## src/rtl/stmt_sel_burst_encoder.sv

```systemverilog
// Request arbiter that encodes the winning line as a select code and streams it as a BURST-beat valid/ready burst.
// Optional macro STMT_SEL_BURST_ENCODER_RR_EN switches fixed lowest-index priority to round-robin arbitration.
module stmt_sel_burst_encoder #(
   parameter int NUM_REQ = 3,
   parameter int SEL_W   = 2,
   parameter int BURST   = 3
) (
   input  logic               clk,
   input  logic               rst_n,
   input  logic [NUM_REQ-1:0] req,
   output logic               out_valid,
   input  logic               out_ready,
   output logic [SEL_W-1:0]   out_sel,
   output logic               out_last,
   output logic [NUM_REQ-1:0] grant,
   output logic [NUM_REQ-1:0] done,
   output logic               busy
);

   typedef enum logic {IDLE, SEND} state_t;

   localparam logic [3:0] LAST_BEAT = 4'(BURST - 1);

   state_t             state;
   logic [3:0]         cnt;
   logic [SEL_W-1:0]   win_idx;
   logic               win_any;
   logic [NUM_REQ-1:0] win_onehot;

`ifdef STMT_SEL_BURST_ENCODER_RR_EN
   logic [SEL_W-1:0]   last_idx;
   int                 rank;
   int                 best_rank;

   // Rank 0 is the line just after the last completed grant; the lowest-ranked set bit wins.
   // NOTE: every signal assigned in always_comb gets a default first, so no path leaves it unassigned and no latch is inferred.
   always_comb begin
      win_idx   = '0;
      win_any   = 1'b0;
      rank      = 0;
      best_rank = NUM_REQ;
      for (int i = 0; i < NUM_REQ; i++) begin
         rank = (i + 2 * NUM_REQ - int'(last_idx) - 1) % NUM_REQ;
         if (req[i] && (rank < best_rank)) begin
            best_rank = rank;
            win_idx   = SEL_W'(i);
            win_any   = 1'b1;
         end
      end
   end
`else
   // Scanning downward lets the lowest set index overwrite the others.
   always_comb begin
      win_idx = '0;
      win_any = 1'b0;
      for (int i = NUM_REQ - 1; i >= 0; i--) begin
         if (req[i]) begin
            win_idx = SEL_W'(i);
            win_any = 1'b1;
         end
      end
   end
`endif

   always_comb begin
      win_onehot = '0;
      for (int i = 0; i < NUM_REQ; i++) begin
         win_onehot[i] = win_any && (win_idx == SEL_W'(i));
      end
   end

   // NOTE: sequential state uses non-blocking assignments so every register samples pre-edge values.
   always_ff @(posedge clk or negedge rst_n) begin
      if (!rst_n) begin
         state     <= IDLE;
         out_valid <= 1'b0;
         busy      <= 1'b0;
         out_sel   <= '0;
         grant     <= '0;
         done      <= '0;
         cnt       <= '0;
`ifdef STMT_SEL_BURST_ENCODER_RR_EN
         last_idx  <= SEL_W'(NUM_REQ - 1);
`endif
      end else begin
         done <= '0;
         case (state)
            IDLE: begin
               if (win_any) begin
                  out_sel   <= win_idx;
                  grant     <= win_onehot;
                  cnt       <= '0;
                  out_valid <= 1'b1;
                  busy      <= 1'b1;
                  state     <= SEND;
               end
            end
            SEND: begin
               if (out_ready) begin
                  if (cnt == LAST_BEAT) begin
                     done      <= grant;
                     grant     <= '0;
                     out_sel   <= '0;
                     out_valid <= 1'b0;
                     busy      <= 1'b0;
                     state     <= IDLE;
`ifdef STMT_SEL_BURST_ENCODER_RR_EN
                     last_idx  <= out_sel;
`endif
                  end else begin
                     cnt <= cnt + 4'd1;
                  end
               end
            end
            default: state <= IDLE;
         endcase
      end
   end

   // Decoded from registers only, so it cannot glitch on input activity.
   assign out_last = (state == SEND) && (cnt == LAST_BEAT);

endmodule

```

## config.mk

```make
export PLATFORM = sky130hd
export DESIGN_NAME = stmt_sel_burst_encoder
export DESIGN_NICKNAME = d
export VERILOG_FILES = /design/src/rtl/stmt_sel_burst_encoder.sv
export SDC_FILE = /design/constraint.sdc
export NUM_CORES = 1
export LEC_CHECK = 0
export ABC_AREA = 0
export BUFFER_PORTS_ARGS = -buffer_cell sky130_fd_sc_hd__buf_2
export CAP_MARGIN = 20
export CORE_UTILIZATION = 49
export DETAILED_ROUTE_END_ITERATION = 8
export GPL_TIMING_DRIVEN = 0
export PLACE_DENSITY = 0.77
export REMOVE_ABC_BUFFERS = 1
export SLEW_MARGIN = 20
export SYNTH_ARGS = -nofsm -noshare
export SYNTH_HDL_FRONTEND = slang
export SYNTH_SLANG_ARGS = --single-unit
```

## constraint.sdc

```tcl
create_clock -name clk -period 1.7 [get_ports clk]
set_input_delay 0.17 -clock clk [delete_from_list [all_inputs] [get_ports clk]]
set_output_delay 0.17 -clock clk [all_outputs]
set_load 0.005 [all_outputs]
```

---- Yosys cells after proc, flatten, opt, wreduce, memory -nomap -nowiden ----
Cells that the tools add are included.
storage, ports and cells
  input bits .............................. 6
  register bits ........................... 14
  latch bits .............................. 0
  output and inout port bits .............. 11
  bits in writable memories ............... 0
  bits in read-only memories .............. 0
  memories kept ........................... 0
  logic and storage cells ................. 51
operators by class
  shift-type cells ........................ 0
  multipliers ............................. 0
  bitwise logic cells ..................... 1
  equality and inequality tests ........... 7
  reduce and logical (&&, ||, !) cells .... 7
  $add $sub $neg .......................... 1
  order comparisons ....................... 0
  mux-type cells .......................... 29
  div/mod/pow operators ................... 0
operator list
  operator                                                                 count
  3-bit 2-to-1 mux                                                         6
  2-bit 2-to-1 mux                                                         6
  4-bit 2-to-1 mux                                                         3
  1-bit 2-to-1 mux                                                         9
  4-bit one-hot mux with 2 select lines                                    1
  2-bit inequality test, second input constant                             3
  3-bit one-hot mux with 2 select lines                                    1
  3-bit AND reduction                                                      2
  4-bit by 1-bit adder with 4-bit output, second input constant            1
  4-bit by 2-bit == test with 1-bit output, second input constant          1
  1-bit logical AND                                                        4
  1-bit one-hot mux with 2 select lines                                    2
  2-bit one-hot mux with 2 select lines                                    1
  2-bit by 1-bit == test with 1-bit output, second input constant          1
  2-bit == test, second input constant                                     1
  2-bit zero test                                                          1
  2-bit by 1-bit inequality test with 1-bit output, second input constant  1
  1-bit inverter                                                           1

---- Longest topological paths before layout ----
Gate-level depths: netlist of run 1.
  word-level depth ........................ 7
  gate-level depth with buffers ........... 5

---- Least setup slack after synthesis of run 1 ----
OpenSTA, ideal clock, no wires.
  path kind ............................... register -> register
  from .................................... register cnt[0]
  to ...................................... register cnt[0]
  arrival ................................. 1,440 ps
  slack ................................... 136 ps
  cell stages (with the launch flop) ...... 6
  setup time .............................. 124 ps
  buffers on the path ..................... 0
  path through ............................ dfrtp_1 -> inv_1 -> ha_1 -> or3b_4 -> and4_4 -> a211o_1
between the ends
  word-level cells in the longest chain between the ends .. 4
  elaborated cells on any way between the ends .. 7
  classes of those cells .................. 1 x add/sub; 2 x eq/ne; 3 x mux; 1 x reduce/logical
RTL lines
  item                                    line  source
  start, declared                         25    logic [3:0] cnt;
  start signal, assigned                  111   cnt <= cnt + 4'd1;
  4-bit by 1-bit adder with 4-bit output  111
  4-bit 2-to-1 mux                        100   if (cnt == LAST_BEAT) begin
  4-bit 2-to-1 mux                        99    if (out_ready) begin
  4-bit one-hot mux with 2 select lines   87    case (state)
Parallel ways exist; a longest one is shown, timed or not. The select of a mux whose other input is x is not followed.
A chain may end at the register's enable or synchronous reset.

---- Worst setup path in the final report of run 1 ----
Same ends and word-level chain as after synthesis.

==> results of run 1 <==
area by class of cell:
cell class | count | area (sq um) | share of cell area
flip-flops and latches | 14 | 350.3 | 0.4124
repair buffers | 18 | 97.59 | 0.1149
multi-input cells | 45 | 339.1 | 0.3991
well taps | 15 | 18.77 | 0.02209
clock buffers | 4 | 36.28 | 0.04271
inverters | 2 | 7.507 | 0.008837
cells by family (layout without fill, tap and decap cells):
| logic type | count (synthesis) | count (layout) |
|---|---|---|
| AO/OA/AOI/OAI | 14 | 14 |
| XOR/XNOR | 1 | 1 |
| adder cells (fa/ha/maj) | 2 | 2 |
| buffers and inverters | 4 | 24 |
| flip-flops | 14 | 14 |
| multiplexers | 1 | 1 |
| AND/OR/NAND/NOR | 27 | 27 |
power groups by stage:
stage | Sequential [mW] | Combinational, mW | Clock (mW)
detailed placement | 0.570 | 0.415 | 0
global placement | 0.563 | 0.398 | 0
CTS | 0.568 | 0.423 | 0.235
finish | 0.580 | 0.447 | 0.226
global route | 0.598 | 0.507 | 0.248
floorplan | 0.553 | 0.271 | 0
state kept, by name (all words and copies together), names as in the netlist:
signal   count
grant        3
busy         1
state        1
cnt          4
out_sel      2
done         3
how the worst max path moves through the flow:
stage | start | to | slack [ps] | cells past startpoint
after floorplan | cnt[0]$_DFFE_PN0P_ | cnt[0]$_DFFE_PN0P_ | 140 | 5
after global placement | cnt[0]$_DFFE_PN0P_ | cnt[0]$_DFFE_PN0P_ | 70 | 5
after detailed placement | cnt[0]$_DFFE_PN0P_ | cnt[0]$_DFFE_PN0P_ | 50 | 5
after CTS | cnt[0]$_DFFE_PN0P_ | cnt[0]$_DFFE_PN0P_ | 40 | 5
after global routing | cnt[0]$_DFFE_PN0P_ | cnt[0]$_DFFE_PN0P_ | 2 | 5
final | cnt[0]$_DFFE_PN0P_ | cnt[0]$_DFFE_PN0P_ | 50 | 5
per-layer routing:
metal	global-route usage	part of all wire	routed length, microns	up-vias
met3	0.08523	0.066	83	2
li1	-	-	-	267
met2	0.3197	0.46	579	18
met4	0.05172	0.0079	10	0
met1	0.2435	0.47	587	255
met5	0	0	0	-
metrics by stage:
stage               instances  worst slack (ps)    util  total power [mW]  hold slack (ps)
floorplan                  61             136.4       -            0.8238           -125.6
global placement           92             70.55  0.5962            0.9608            68.68
detailed placement         92             46.02  0.5962            0.9854            78.51
CTS                        97             37.65  0.6356             1.226            223.0
global route               98             1.718  0.6529             1.354            257.3
finish                     98             47.36  0.6529             1.252            229.0
critical path: stages, from the launching register on:
cell	delay, ps
dfrtp_1	430
inv_2	80
ha_2	190
or3b_4	400
and4_4	200
a211o_1	260
cells in the final DEF, fill, tap and decap left out, types with 2 or more instances in the layout:
cell type / instances
a211o_1: 2
a21oi_1: 5
and2_1: 4
buf_2: 16
clkbuf_4: 3
dfrtp_1: 14
nand2_1: 3
nor2_1: 4
nor2b_1: 2
o2bb2ai_1: 5
what timing repair did:
action / CTS / global route
gates cloned: 0 / 0
gates resized for setup: 1 / 5
buffers inserted: 0 / 1
hold buffers: 1 / 0
pin swaps: 0 / 0
endpoints found under the hold margin: 14 / 0
endpoints found under the setup margin: 1 / 8
==> results.sh, run 1 <==
export IMPL_status="finished, final reports clean"
export IMPL_setup_viol=0
export IMPL_netlist_area_sq_um=689.4
export IMPL_p_per_area_nw_per_um2=1474
export IMPL_clockPowerShare=0.180
export IMPL_internal_power_uw=835.0
export IMPL_yosys_register_bits=14
export IMPL_cp_arrival_ps=1810
export IMPL_num_rows=13
export IMPL_worstSkewPairLatency_ps=270
export IMPL_fillCellCount=110
export IMPL_wl_per_cell_microns=12.86
export IMPL_initial_core_util=0.5298
export IMPL_num_io_pins=17
export IMPL_max_slew_margin=0.7080
export IMPL_die_area_sq_um=1561
export IMPL_synth_edff_count=0
export IMPL_cts_tree="yes"
export IMPL_crit_path_max_fanout=5
export IMPL_grt_pass1_vias=476
export IMPL_syn_inst=63
export IMPL_yosys_area_share_adder=0.03630
export IMPL_hp_start="req[0]"
export IMPL_firstDrtPassIters=4
export IMPL_vias=542
export IMPL_hold_class="in2reg"
export IMPL_finalCritPeriodShare=0.9721
export IMPL_slew_viol_final=0
export IMPL_synth_common_cells="dfrtp_1, a21oi_1, o2bb2ai_1, and2_1, nor2_1"
export IMPL_core_area_sq_um=1301
export IMPL_cts_root_buf="clkbuf_4"
export IMPL_cts_sinks=14
export IMPL_setup_tns_ps=0
export IMPL_die_height_microns=39.51
export IMPL_numCtsBuffers=3
export IMPL_synth_area_mux_share=0.01452
export IMPL_seqPwrFrac=0.463
export IMPL_synth_warning_count=0
export IMPL_postRouteAntennaNets=0
export IMPL_track_usage=0.1995
export IMPL_reg2reg_to="cnt[0]$_DFFE_PN0P_"
export IMPL_cap_viol_max_count=0
export IMPL_period_minus_slack_ps=1653
export IMPL_synthArstFlopShare=1.000
export IMPL_cts_htree_levels=1
export IMPL_crit_path_end_kind="flip-flop"
export IMPL_placed_area_sq_um=775.7
export IMPL_max_freq_ghz=0.6051
export IMPL_p_sw_frac=0.3332
export IMPL_finalHoldViolCount=0
export IMPL_drc=0
export IMPL_holdPathStages=3
export IMPL_synth_xor_area_share=0.01270
export IMPL_routed_wl_microns=1260
export IMPL_required_ps=1860
export IMPL_rsz0062_at_grt="no"
export IMPL_r2r_start="cnt[0]$_DFFE_PN0P_"
export IMPL_synth_top_area_cell="dfrtp_1"
export IMPL_final_cell_area_sq_um=849.6
export IMPL_synth_area_leaders="dfrtp_1, o2bb2ai_1, a21oi_1"
export IMPL_syn_avg_cell_area_sq_um=10.94
export IMPL_worstHoldEndpoint="state$_DFF_PN0_"
export IMPL_seq_area_frac_synth=0.5082
export IMPL_synthSimpleGateAreaFrac=0.2468
export IMPL_peakVddDrop_v=0.0008744
export IMPL_via_per_inst=5.531
export IMPL_finClkSkew_ps=3.061
export IMPL_portBuffers=16
export IMPL_cp_start_kind="flip-flop"
export IMPL_grt_pass1_wl_microns=2014
export IMPL_synth_top_family_by_area="simple AND/OR/NAND/NOR gates"
export IMPL_area_growth_pct=23.23
export IMPL_reg2reg_depth=5
export IMPL_layout_nets=92
export IMPL_synth_compound_area_frac=0.1525
export IMPL_yosysUniqueCellTypes=29
export IMPL_synthMostInstantiatedCell="dfrtp_1"
export IMPL_crit_type="reg2reg"
export IMPL_r2r_slack_ps=50
export IMPL_dp_hpwl_microns=906.3
export IMPL_combPwrFrac=0.357
export IMPL_antenna_found_initial=0
export IMPL_grt_max_degree=16
export IMPL_clockBufferDepth=2
export IMPL_gr_total_overflow=0
export IMPL_ys_flop_type="dfrtp_1"
export IMPL_diodes=0
export IMPL_gp_congestion=0.7544
export IMPL_drive_gt1_frac=0.3614
export IMPL_clk_pin_slew_ps=80
export IMPL_power_switching_uw=417.2
export IMPL_tightest_slew_ps=434.5
export IMPL_fp_dieW_microns=39.51
export IMPL_synth_top_area_frac=0.5082
export IMPL_cellLeakagePower_nw=0.4279
export IMPL_drtIter0Drc=10
Power figures use the tool's default switching activity.
==> inputs of run 2 (changes only) <==
==> constraint.sdc (replaced) <==
create_clock -name clk -period 1.7 [get_ports clk]
set_input_delay 0.17 -clock clk [delete_from_list [all_inputs] [get_ports clk]]
set_output_delay 0.17 -clock clk [all_outputs]
set_load 0.02 [all_outputs]
==> run 2 against run 1 <==
Maximum frequency barely moved; clock-buffer cell count did not move; total power increased by 6.6%; register-to-register slack hardly changed; sequential share of layout area is 0.24 points higher; final cell count decreased by 1.0%; critical endpoint unchanged; largest cell class unchanged.
==> results.sh, run 2 (synthesis gave the netlist of run 1 again) <==
export IMPL_instances_no_fill=97
export IMPL_r2r_start="cnt[0]$_DFFE_PN0P_"
export IMPL_initial_core_util=0.5298
export IMPL_met3_usage=0.08523
export IMPL_firstDrtPassIters=4
export IMPL_die_height_microns=39.51
export IMPL_wl_per_cell_microns=12.93
export IMPL_worstSkewPairLatency_ps=270
export IMPL_setup_viol=0
export IMPL_gp_congestion=0.7544
export IMPL_dp_hpwl_microns=906.3
export IMPL_max_freq_ghz=0.6056
export IMPL_cts_root_buf="clkbuf_4"
export IMPL_core_area_sq_um=1301
export IMPL_cp_arrival_ps=1810
export IMPL_antenna_found_initial=0
export IMPL_num_rows=13
export IMPL_worst_path_largest_cell_delay_ps=430
export IMPL_whs_ps=228.9
export IMPL_pre_cts_ws_ps=46.02
export IMPL_max_slew_margin=0.7091
export IMPL_setup_ws_ps=48.74
export IMPL_layout_commonest_cell="buf_2"
export IMPL_fp_dieW_microns=39.51
export IMPL_top_regs="cnt x4, done x3, grant x3"
export IMPL_hold_class="in2reg"
export IMPL_diodes=0
export IMPL_routed_wl_microns=1254
export IMPL_cts_sinks=14
export IMPL_drive_gt1_frac=0.3537
export IMPL_cts_tree="yes"
export IMPL_grt_pass1_vias=476
export IMPL_hp_start="req[0]"
export IMPL_drtIter0Drc=9
export IMPL_grt_pass1_wl_microns=2014
export IMPL_layout_nets=91
export IMPL_finalHoldViolCount=0
export IMPL_area_growth_pct=22.50
export IMPL_critPathSlowestCell="dfrtp_1"
export IMPL_period_minus_slack_ps=1651
export IMPL_dp_cells=92
export IMPL_drc=0
export IMPL_via_per_inst=5.536
export IMPL_path_cells="inv_2 > ha_2 > or3b_4 > and4_4 > a211o_1"
export IMPL_crit_type="reg2reg"
export IMPL_fillCellCount=111
export IMPL_use_met1=0.2435
export IMPL_final_cell_mix="buf_2, dfrtp_1, a21oi_1, o2bb2ai_1"
export IMPL_portBuffers=16
export IMPL_finClkSkew_ps=2.993
export IMPL_numCtsBuffers=3
export IMPL_crit_path_end_kind="flip-flop"
export IMPL_vias=537
export IMPL_die_area_sq_um=1561
export IMPL_p_per_area_nw_per_um2=1581
export IMPL_clk_pin_slew_ps=80
export IMPL_cp_start_kind="flip-flop"
export IMPL_gr_total_overflow=0
export IMPL_finalCritPeriodShare=0.9713
export IMPL_cp_startpoint="cnt[0]$_DFFE_PN0P_"
export IMPL_clockBufferDepth=2
export IMPL_track_usage=0.1995
export IMPL_largest_reg_flops=4
export IMPL_cellLeakagePower_nw=0.4227
export IMPL_status="finished, final reports clean"
export IMPL_finalPower_mw=1.335
export IMPL_placed_area_sq_um=775.7
export IMPL_postRouteAntennaNets=0
export IMPL_num_io_pins=17
export IMPL_cts_htree_levels=1
export IMPL_cap_viol_max_count=0
export IMPL_seq_area_sq_um=350.3
export IMPL_final_cell_area_sq_um=844.6
export IMPL_top_usage_layer="met2"
export IMPL_crit_path_max_fanout=5
export IMPL_required_ps=1860
export IMPL_tightest_slew_ps=432.8
export IMPL_peakVddDrop_v=0.0009397
export IMPL_r2r_slack_ps=50
export IMPL_rsz0062_at_grt="yes"
export IMPL_grt_max_degree=16
export IMPL_slew_viol_final=0
export IMPL_largest_register="cnt"
export IMPL_grt_use_met2=0.3197
export IMPL_post_cts_setup_buffer_count=0
export IMPL_multi_input_area_sq_um=339.1
run 2: cell types whose count changed in the layout (fill, tap and decap cells not counted), sizes merged:
cell  before  now
buf       17   16
run 2: where the power goes:
part	internal, mW	switching, mW
registers	0.438	0.141
clock network	0.130	0.0954
logic	0.263	0.266
run 2: cell type report:
type | count | area share
clock buffers | 4 | 0.04296
inverters | 2 | 0.008889
multi-input cells | 45 | 0.4015
flip-flops and latches | 14 | 0.4148
well taps | 15 | 0.02222
repair buffers | 17 | 0.1096
run 2: metrics by stage:
| stage | util | TNS [ps] |
|---|---|---|
| global placement | 0.5962 | 0 |
| CTS | 0.6356 | 0 |
| floorplan | - | 0 |
| global route | 0.6490 | -20.27 |
| detailed placement | 0.5962 | 0 |
| finish | 0.6490 | 0 |
run 2: worst paths after layout:
| path | end | cells after the start |
|---|---|---|
| setup / recovery | cnt[0]$_DFFE_PN0P_ | 5 |
| hold / removal | state$_DFF_PN0_ | 3 |
| setup reg to reg | cnt[0]$_DFFE_PN0P_ | 5 |
| hold reg to reg | out_sel[0]$_DFFE_PN0P_ | 1 |
| max in group asynchronous | cnt[1]$_DFFE_PN0P_ | 2 |
| min in group asynchronous | done[2]$_DFF_PN0_ | 2 |
run 2: repair_timing:
action,4_1_cts,5_1_grt
setup endpoints to repair,1,8
endpoints found under the hold margin,14,0
hold buffers,1,0
gates resized for setup,1,6
run 2: routing by layer:
layer / up-vias / share of wire
met1: 250 / 0.47
met3: 2 / 0.066
met2: 18 / 0.46
li1: 267 / -
met4: 0 / 0.0080
met5: - / 0
run 2: critical path: cells and delay by family (launching register included):
family	cells	cell delay, ps
simple gates	2	600
compound gates	1	260
fa+ha+maj	1	180
buf+inv	1	80
flops	1	430
